==> src/rtl/nonrestoring_divider.sv <==
// nonrestoring_divider: sequential radix-2 non-restoring divider, one iteration per clock, start/busy/done handshake.
// Define NRDIV_SIGNED_EN for two's-complement operands; otherwise operands and results are unsigned.
module nonrestoring_divider #(
  parameter int WIDTH = 8
) (
  input  logic             clk,
  input  logic             rst_n,
  input  logic             start,
  input  logic [WIDTH-1:0] dividend,
  input  logic [WIDTH-1:0] divisor,
  output logic             busy,
  output logic             done,
  output logic [WIDTH-1:0] quotient,
  output logic [WIDTH-1:0] remainder,
  output logic             div_by_zero
);
  typedef enum logic [1:0] {IDLE, ITER, CORR, DONE} state_t;
  localparam int CW = $clog2(WIDTH + 1);
  state_t state, state_nx;
  logic [WIDTH:0] p, p_sh, p_it, p_fix;
  logic [WIDTH-1:0] q, d, num, a_mag, d_mag, q_res, r_res;
  logic [CW-1:0] cnt;
  logic accept;
`ifdef NRDIV_SIGNED_EN
  logic sa, sd;
  assign a_mag = dividend[WIDTH-1] ? -dividend : dividend;
  assign d_mag = divisor[WIDTH-1] ? -divisor : divisor;
  assign q_res = (sa ^ sd) ? -q : q;
  assign r_res = sa ? -p_fix[WIDTH-1:0] : p_fix[WIDTH-1:0];
`else
  assign a_mag = dividend;
  assign d_mag = divisor;
  assign q_res = q;
  assign r_res = p_fix[WIDTH-1:0];
`endif
  assign accept = start && (state == IDLE || state == DONE);
  assign p_sh   = {p[WIDTH-1:0], q[WIDTH-1]};
  // P may only be out of range transiently in p_sh; the add/sub result always fits WIDTH+1 bits
  assign p_it   = p[WIDTH] ? p_sh + {1'b0, d} : p_sh - {1'b0, d};
  assign p_fix  = p[WIDTH] ? p + {1'b0, d} : p;
  assign busy   = state == ITER || state == CORR;
  assign done   = state == DONE;
  always_comb begin
    state_nx = state;
    case (state)
      IDLE:    state_nx = start ? ITER : IDLE;
      ITER:    state_nx = cnt == CW'(1) ? CORR : ITER;
      CORR:    state_nx = DONE;
      default: state_nx = start ? ITER : IDLE;
    endcase
  end
  always_ff @(posedge clk or negedge rst_n) begin
    if (!rst_n) begin
      state       <= IDLE;
      p           <= '0;
      q           <= '0;
      d           <= '0;
      num         <= '0;
      cnt         <= '0;
      quotient    <= '0;
      remainder   <= '0;
      div_by_zero <= 1'b0;
`ifdef NRDIV_SIGNED_EN
      sa          <= 1'b0;
      sd          <= 1'b0;
`endif
    end else begin
      state <= state_nx;
      if (accept) begin
        p   <= '0;
        q   <= a_mag;
        d   <= d_mag;
        num <= dividend;
        cnt <= CW'(WIDTH);
`ifdef NRDIV_SIGNED_EN
        sa  <= dividend[WIDTH-1];
        sd  <= divisor[WIDTH-1];
`endif
      end else if (state == ITER) begin
        p   <= p_it;
        q   <= {q[WIDTH-2:0], ~p_it[WIDTH]};
        cnt <= cnt - CW'(1);
      end else if (state == CORR) begin
        p           <= p_fix;
        quotient    <= d == '0 ? '1 : q_res;
        remainder   <= d == '0 ? num : r_res;
        div_by_zero <= d == '0;
      end
    end
  end
endmodule

==> config.mk <==
export PLATFORM = sky130hd
export DESIGN_NAME = nonrestoring_divider
export DESIGN_NICKNAME = d
export VERILOG_FILES = /design/src/rtl/nonrestoring_divider.sv
export SDC_FILE = /design/constraint.sdc
export NUM_CORES = 1
export LEC_CHECK = 0
export CORE_ASPECT_RATIO = 0.6
export CORE_UTILIZATION = 45
export CTS_BUF_LIST = sky130_fd_sc_hd__clkbuf_16
export CTS_CLUSTER_SIZE = 28
export DETAILED_ROUTE_END_ITERATION = 10
export GPL_TIMING_DRIVEN = 0
export MAX_ROUTING_LAYER = met4
export PLACE_DENSITY_LB_ADDON = 0.12
export SETUP_SLACK_MARGIN = 0.3
export SYNTH_ARGS = -nofsm -noshare
export SYNTH_HDL_FRONTEND = slang
export SYNTH_SLANG_ARGS = --single-unit
==> constraint.sdc <==
create_clock -name clk -period 3.5 [get_ports clk]
set_input_delay 1.05 -clock clk [delete_from_list [all_inputs] [get_ports clk]]
set_output_delay 1.05 -clock clk [all_outputs]
set_load 0.005 [all_outputs]
==> load_flow_metrics.sql, run 1 <==
INSERT INTO impl_metrics (metric_group, metric, value, unit) VALUES
('clock_network', 'htreeDepth', '2', ''),
('routing', 'via_to_cell_ratio', '5.67', ''),
('setup_path', 'r2r_slack', '0.48', 'ns'),
('sta', 'clock-skew-final', '0.00533', 'ns'),
('routing', 'met2_routed_length', '3.63', 'mm'),
('power', 'sw_frac_of_total', '45.7', '%'),
('setup_path', 'reg2reg_depth', '11', ''),
('place', 'dp_hpwl', '6.94', 'mm'),
('clock_network', 'clk_pin_slew_worst_paths', '0.08', 'ns'),
('power', 'sequentialPowerShare', '28.3', '%'),
('power', 'power.clock.fraction', '12.5', '%'),
('setup_path', 'crit-reg2reg-launch', 'p[8]', ''),
('synthesis', 'cell_type_contributing_the_most_total_cell_area_after_synthesis', 'sky130_fd_sc_hd__dfrtp_1', ''),
('hold_path', 'hold-path-endpoint', 'num[0]', ''),
('floorplanning', 'die_area', '7830', 'um2'),
('sta', 'worst_slack', '0.485', 'ns'),
('power', 'combPwrFrac', '59.2', '%'),
('floorplanning', 'chipHeight', '68.9', 'um'),
('final_layout', 'fill_cells', '642', ''),
('status', 'outcome', 'complete, no violations', ''),
('sta', 'setup_viol', '0', ''),
('floorplanning', 'top_level_ports', '38', ''),
('global_route', 'global_route.usage.total', '26.1', '%'),
('floorplanning', 'placement_rows', '23', ''),
('power', 'netSwitchingPower', '1910', 'uW'),
('power', 'p_leak', '0.00181', 'uW'),
('job', 'cap_violations', '0', ''),
('final_layout', 'n_antenna_cell', '0', ''),
('global_route', 'grt_start_max_net_pins', '39', ''),
('sta', 'slew_headroom', '57.6', '%'),
('setup_path', 'cpMaxStageDelayCell', 'sky130_fd_sc_hd__o21ai_0', ''),
('global_route', 'grt_first_pass_wirelength', '14.6', 'mm'),
('synthesis', 'yosys.area.top_type_share', '41.7', '%'),
('place', 'preCtsSetupSlack', '0.361', 'ns'),
('synthesis', 'dominantRegCellSynth', 'sky130_fd_sc_hd__dfrtp_1', ''),
('power', 'internal_power', '2270', 'uW'),
('routing', 'initialDrtViolationCount', '183', ''),
('hold_path', 'timing.hold.worst.start', 'num[0]', ''),
('sta', 'worst-slew-pin-transition', '0.636', 'ns'),
('setup_path', 'timing_worst_setup_path_type', 'reg2reg', ''),
('final_layout', 'final_layout_size_suffix_gt1_share', '5.71', '%'),
('hold_path', 'hp-class', 'reg2reg', ''),
('setup_path', 'worstPathCellList', 'clkbuf_4 > clkbuf_2 > nor2_1 > xor2_1 > ha_1 > a21oi_1 > o21ai_0 > o31ai_1 > xnor2_1 > nand3_1 > nand3_1', ''),
('final_layout', 'finalCoreUtilization', '58.0', '%'),
('sta', 'whs', '0.480', 'ns'),
('sta', 'layout_min_cycle_time', '3.02', 'ns'),
('hold_path', 'hold_path_depth', '2', ''),
('setup_path', 'end_kind', 'register', ''),
('floorplanning', 'coreArea', '6940', 'um2'),
('synthesis', 'synthesis.nets', '417', ''),
('routing', 'met3_length', '772', 'um'),
('floorplanning', 'die_width', '114', 'um'),
('global_route', 'first_global_vias', '2747', ''),
('synthesis', 'post_synth_main_area_contributors', 'sky130_fd_sc_hd__dfrtp_1 42%, sky130_fd_sc_hd__ha_1 8.2%, sky130_fd_sc_hd__nand2_1 7.7%', ''),
('synthesis', 'synth-warning-count', '0', ''),
('sta', 'final.period_utilization', '86.1', '%'),
('setup_path', 'r2r-end', 'p[8]', ''),
('final_layout', 'final-instance-count-excl-fill', '520', ''),
('synthesis', 'synth.ff_latch_count', '56', ''),
('synthesis', 'synth.lib_cells_used.distinct', '51', ''),
('synthesis', 'syn-instance-count', '374', ''),
('sta', 'max_clock_freq', '332', 'MHz'),
('routing', 'ant_nets', '0', ''),
('synthesis', 'syn-mean-instance-area', '8.99', 'um2'),
('synthesis', 'yosysSeqAreaShare', '41.7', '%'),
('sta', 'rsz0062_at_grt', 'false', ''),
('setup_path', 'critPathMaxFanout', '10', ''),
('sta', 'tns', '0', 'ns'),
('clock_network', 'cts-root-buf', 'sky130_fd_sc_hd__clkbuf_16', ''),
('power', 'peak_vdd_ir', '0.597', 'mV'),
('power', 'powerDensity', '1040', 'nW/um2');
==> kinds of logic after synthesis <==
group	count (synthesis)	synth area share, %
buffers and inverters	31	4.06
adder cells (fa/ha/maj)	24	9.38
XOR/XNOR	18	4.69
multiplexers	10	3.02
AND/OR/NAND/NOR	136	17.9
AO/OA/AOI/OAI	99	19.2
flip-flops	56	41.7
==> through the flow <==
step | power [uW] | cell area, um2
after global routing | 4520 | 4020
after floorplan | 2870 | 3360
after CTS | 4160 | 4020
after detailed placement | 3630 | 3870
after global placement | 3550 | 3860
final | 4190 | 4020
==> synthesized netlist by cell type (6+ instances only) <==
cell	count
sky130_fd_sc_hd__o22a_1	8
sky130_fd_sc_hd__dfrtp_1	56
sky130_fd_sc_hd__mux2i_1	9
sky130_fd_sc_hd__a21oi_1	23
sky130_fd_sc_hd__nor3_1	6
sky130_fd_sc_hd__o211ai_1	6
sky130_fd_sc_hd__and3_1	6
sky130_fd_sc_hd__o21ai_0	33
sky130_fd_sc_hd__ha_1	22
sky130_fd_sc_hd__nor2_1	31
sky130_fd_sc_hd__clkbuf_1	9
sky130_fd_sc_hd__nand2_1	69
sky130_fd_sc_hd__inv_1	13
sky130_fd_sc_hd__xor2_1	13
==> area by class of cell <==
| cell class | instances | area [um2] | area share (%) |
|---|---|---|---|
| clock inverters | 3 | 22.5 | 0.560 |
| plain buffers | 18 | 91.3 | 2.27 |
| multi-input cells | 287 | 1820 | 45.3 |
| inverters | 13 | 48.8 | 1.21 |
| clock buffers | 5 | 125 | 3.11 |
| repair buffers | 38 | 385 | 9.58 |
| flip-flops and latches | 56 | 1400 | 34.8 |
| well taps | 100 | 125 | 3.11 |
==> layer usage <==
metal  GRT usage [%]  vias up
met5               -        -
met4            6.58        0
met3            6.21       12
met2            37.1      104
met1            37.3     1432
li1                -     1402
==> worst max-delay path: cells and delay by family, from the launching register on <==
kind            cells  cell delay [ns]
compound gates      3             0.78
flops               1             0.46
fa+ha+maj           1             0.35
simple gates        3             0.35
buf+inv             2             0.56
xor+xnor            2             0.44
==> worst max-delay path by stage <==
| stage | start | endpoint | slack [ns] | cells after the start |
|---|---|---|---|---|
| after CTS | p[8] | p[8] | 0.33 | 11 |
| after global routing | p[8] | p[8] | 0.32 | 11 |
| final | p[8] | p[8] | 0.48 | 11 |
| after floorplan | d[1] | p[6] | 1.06 | 9 |
| after global placement | rst_n | p[1] | -0.42 | 1 |
| after detailed placement | p[8] | p[8] | 0.36 | 11 |
==> cell usage in the layout, fill, tap and decap left out, drive strengths merged, types with 3 or more instances in the layout <==
cell type,synthesis,final
nand2,69,69
dfrtp,56,56
clkdlybuf4s50,0,36
o21ai,33,33
nor2,32,32
a21oi,24,24
ha,22,22
clkbuf,9,16
inv,13,14
xor2,13,13
mux2i,9,9
buf,9,9
o22a,8,8
nor3,6,6
and3,6,6
o211ai,6,6
a211oi,6,6
xnor2,5,5
a31oi,4,4
nand3,4,4
nor2b,3,3
o21a,3,3
or3,3,3
o31ai,3,3
==> power by group through the flow <==
stage	registers (uW)	logic (uW)	clock network [uW]
2_1_floorplan	1110	1760	0
3_3_place_gp	1180	2370	0
3_5_place_dp	1190	2440	0
4_1_cts	1180	2450	528
5_1_grt	1220	2750	550
6_report	1180	2480	524
==> state kept, by name, summed over array words and instances (netlist names) <==
signal,count
quotient,8
div_by_zero,1
num,8
p,9
remainder,8
d,8
q,8
cnt,4
state,2
==> repair_timing <==
| action | 4_1_cts | 5_1_grt |
|---|---|---|
| hold buffers | 0 | 0 |
| endpoints found under the setup margin | 0 | 5 |
| setup buffers | 0 | 0 |
| resized for setup | 0 | 2 |
| hold endpoints to repair | 0 | 0 |
Note: power is estimated with default switching activity, not from simulation.
==> run 2, diff against run 1 <==
SETUP_SLACK_MARGIN = default   (was 0.3)
==> run 2 against run 1 <==
Sequential cell count did not move. Die area unchanged. Critical path depth is the same. Largest power group unchanged. Sequential power is essentially flat. Critical path type unchanged.
==> load_flow_metrics.sql, run 2 (synthesis results as in run 1) <==
INSERT INTO impl_metrics (metric_group, metric, value, unit) VALUES
('job', 'cap_violations', '0', ''),
('sta', 'final-hold-violation-count', '0', ''),
('setup_path', 'worst-endpoint-arrival', '3.49', 'ns'),
('clock_network', 'clock_latency', '0.30', 'ns'),
('setup_path', 'cp_num_buf_inv', '2', ''),
('status', 'outcome', 'complete, no violations', ''),
('hold_path', 'hp-class', 'reg2reg', ''),
('power', 'report.power.total', '4180', 'uW'),
('final_layout', 'syn2layout_area_growth', '19.6', '%'),
('global_route', 'grt_first_pass_wirelength', '14.6', 'mm'),
('floorplanning', 'top_level_ports', '38', ''),
('power', 'peak_vdd_ir', '0.596', 'mV'),
('place', 'gp_congestion', '0.934', ''),
('clock_network', 'tritoncts_num_sinks', '56', ''),
('routing', 'via_to_cell_ratio', '5.69', ''),
('global_route', 'grt_start_max_net_pins', '39', ''),
('routing', 'ant_nets', '0', ''),
('final_layout', 'seq_cell_area', '1400', 'um2'),
('setup_path', 'critPathCapture', 'p[8]', ''),
('setup_path', 'cpLargestDelayFamily', 'compound AO/OA/AOI/OAI gates', ''),
('setup_path', 'crit-reg2reg-launch', 'p[8]', ''),
('setup_path', 'r2r-end', 'p[8]', ''),
('sta', 'max_clock_freq', '308', 'MHz'),
('final_layout', 'design.final.nets', '462', ''),
('routing', 'first_pass_iters', '4', ''),
('global_route', 'initial_antenna_violation_count', '0', ''),
('floorplanning', 'start_util', '48.5', '%'),
('clock_network', 'post_cts_resize_count', '0', ''),
('clock_network', 'holdBufCountCts', '0', ''),
('final_layout', 'final_layout_size_suffix_gt1_share', '5.48', '%'),
('sta', 'setup_viol', '0', ''),
('hold_path', 'timing.hold.worst.start', 'num[0]', ''),
('setup_path', 'critical_path_depth', '11', ''),
('floorplanning', 'die_width', '114', 'um'),
('sta', 'slew_headroom', '57.5', '%'),
('final_layout', 'n_antenna_cell', '0', ''),
('setup_path', 'crit_path_frequent_cell', 'sky130_fd_sc_hd__nand3_1', ''),
('clock_network', 'cts_tree', 'done', ''),
('routing', 'drc', '0', ''),
('setup_path', 'timing_worst_setup_path_type', 'reg2reg', ''),
('sta', 'rsz0062_at_grt', 'false', ''),
('power', 'sequentialPowerShare', '28.3', '%'),
('routing', 'routed-via-count', '2958', ''),
('sta', 'slew_violations', '0', ''),
('power', 'powerDensity', '1040', 'nW/um2'),
('final_layout', 'layout_commonest_cell', 'sky130_fd_sc_hd__nand2_1', ''),
('clock_network', 'htreeDepth', '2', ''),
('setup_path', 'critPathMaxStageDelay', '0.51', 'ns'),
('clock_network', 'numCtsBuffers', '5', ''),
('setup_path', 'cpMaxStageDelayCell', 'sky130_fd_sc_hd__o21ai_0', ''),
('global_route', 'globalRoute.totalOverflow', '0', ''),
('power', 'power.clock.fraction', '12.5', '%'),
('place', 'buffer_ports.inserted', '37', ''),
('power', 'combPwrFrac', '59.2', '%'),
('setup_path', 'reg2reg_depth', '11', ''),
('final_layout', 'mostFrequentLayoutCells', '69 x sky130_fd_sc_hd__nand2_1, 56 x sky130_fd_sc_hd__dfrtp_1, 36 x sky130_fd_sc_hd__clkdlybuf4s50_1', ''),
('clock_network', 'clk_pin_slew_worst_paths', '0.08', 'ns'),
('global_route', 'global_route.usage.total', '26.1', '%'),
('final_layout', 'multiInputGateArea', '1820', 'um2'),
('final_layout', 'top_register', 'p', ''),
('final_layout', 'flip_flop_count_of_the_largest_register_after_layout', '9', ''),
('final_layout', 'fill_cells', '643', ''),
('floorplanning', 'coreArea', '6940', 'um2'),
('sta', 'layout_min_cycle_time', '3.25', 'ns'),
('global_route', 'first_global_vias', '2747', ''),
('setup_path', 'startpoint', 'p[8]', ''),
('routing', 'avgRoutedWirePerCell', '17.4', 'um'),
('clock_network', 'cts-root-buf', 'sky130_fd_sc_hd__clkbuf_16', ''),
('clock_network', 'post-cts-setup-buffer-count', '0', ''),
('setup_path', 'critPathMaxFanout', '10', ''),
('clock_network', 'cts_max_path_buffers', '2', ''),
('floorplanning', 'placement_rows', '23', ''),
('place', 'dp_hpwl', '6.94', 'mm'),
('power', 'netSwitchingPower', '1910', 'uW'),
('setup_path', 'required', '3.74', 'ns'),
('setup_path', 'end_kind', 'register', ''),
('floorplanning', 'chipHeight', '68.9', 'um'),
('sta', 'worst-slew-pin-transition', '0.637', 'ns'),
('sta', 'clock-skew-final', '0.00464', 'ns'),
('routing', 'initialDrtViolationCount', '179', ''),
('routing', 'detail_route.wirelength', '9.06', 'mm'),
('floorplanning', 'die_area', '7830', 'um2'),
('setup_path', 'r2r_slack', '0.25', 'ns'),
('sta', 'final.period_utilization', '92.8', '%'),
('power', 'sw_frac_of_total', '45.7', '%'),
('setup_path', 'worstPathCellList', 'buf_2 > buf_1 > nor2_1 > xor2_1 > ha_1 > a21oi_1 > o21ai_0 > o31ai_1 > xnor2_1 > nand3_1 > nand3_1', ''),
('sta', 'whs', '0.480', 'ns'),
('power', 'internal_power', '2270', 'uW'),
('setup_path', 'cp-start-kind', 'register', ''),
('power', 'p_leak', '0.00180', 'uW');
run 2: cell type report:
type                    count  area share, %
flip-flops and latches     56           34.9
inverters                  13           1.21
clock inverters             3          0.560
repair buffers             38           9.59
clock buffers               5           3.11
multi-input cells         287           45.4
plain buffers              18           2.18
well taps                 100           3.11
run 2: stage by stage:
step                worst slack [ns]  TNS [ns]  util (%)  cell area [um2]  cells
finish                         0.252         0      57.9             4020    520
global route                  0.0742         0      57.9             4020    520
CTS                            0.335         0      57.9             4020    520
detailed placement             0.361         0      55.8             3870    512
global placement              -0.424    -23.47      55.6             3860    511
floorplan                       1.06         0         -             3360    374
run 2: layer usage:
layer  GRT usage (%)  routed length (um)
met2            37.1                3630
met1            37.3                4530
met4            6.58                 118
met5               -                   0
met3            6.21                 777
run 2: worst min path at each step:
stage,end,slack (ns),cells past startpoint
after global placement,num[3],0.46,2
after global routing,num[0],0.50,2
final,num[0],0.48,2
after detailed placement,num[3],0.46,2
after CTS,num[3],0.48,2
after floorplan,num[4],0.44,2
run 2: worst min-delay path, stage by stage, from the launching register on:
cell and delay [ns]:
sky130_fd_sc_hd__dfrtp_1 0.35, sky130_fd_sc_hd__nand2_1 0.05, sky130_fd_sc_hd__nand2_1 0.06
run 2: power by group through the flow:
stage          clock (uW)  combinational [uW]  sequential, uW
6_report              524                2470            1180
5_1_grt               550                2750            1220
4_1_cts               528                2450            1180
3_5_place_dp            0                2440            1190
3_3_place_gp            0                2370            1180
2_1_floorplan           0                1760            1110
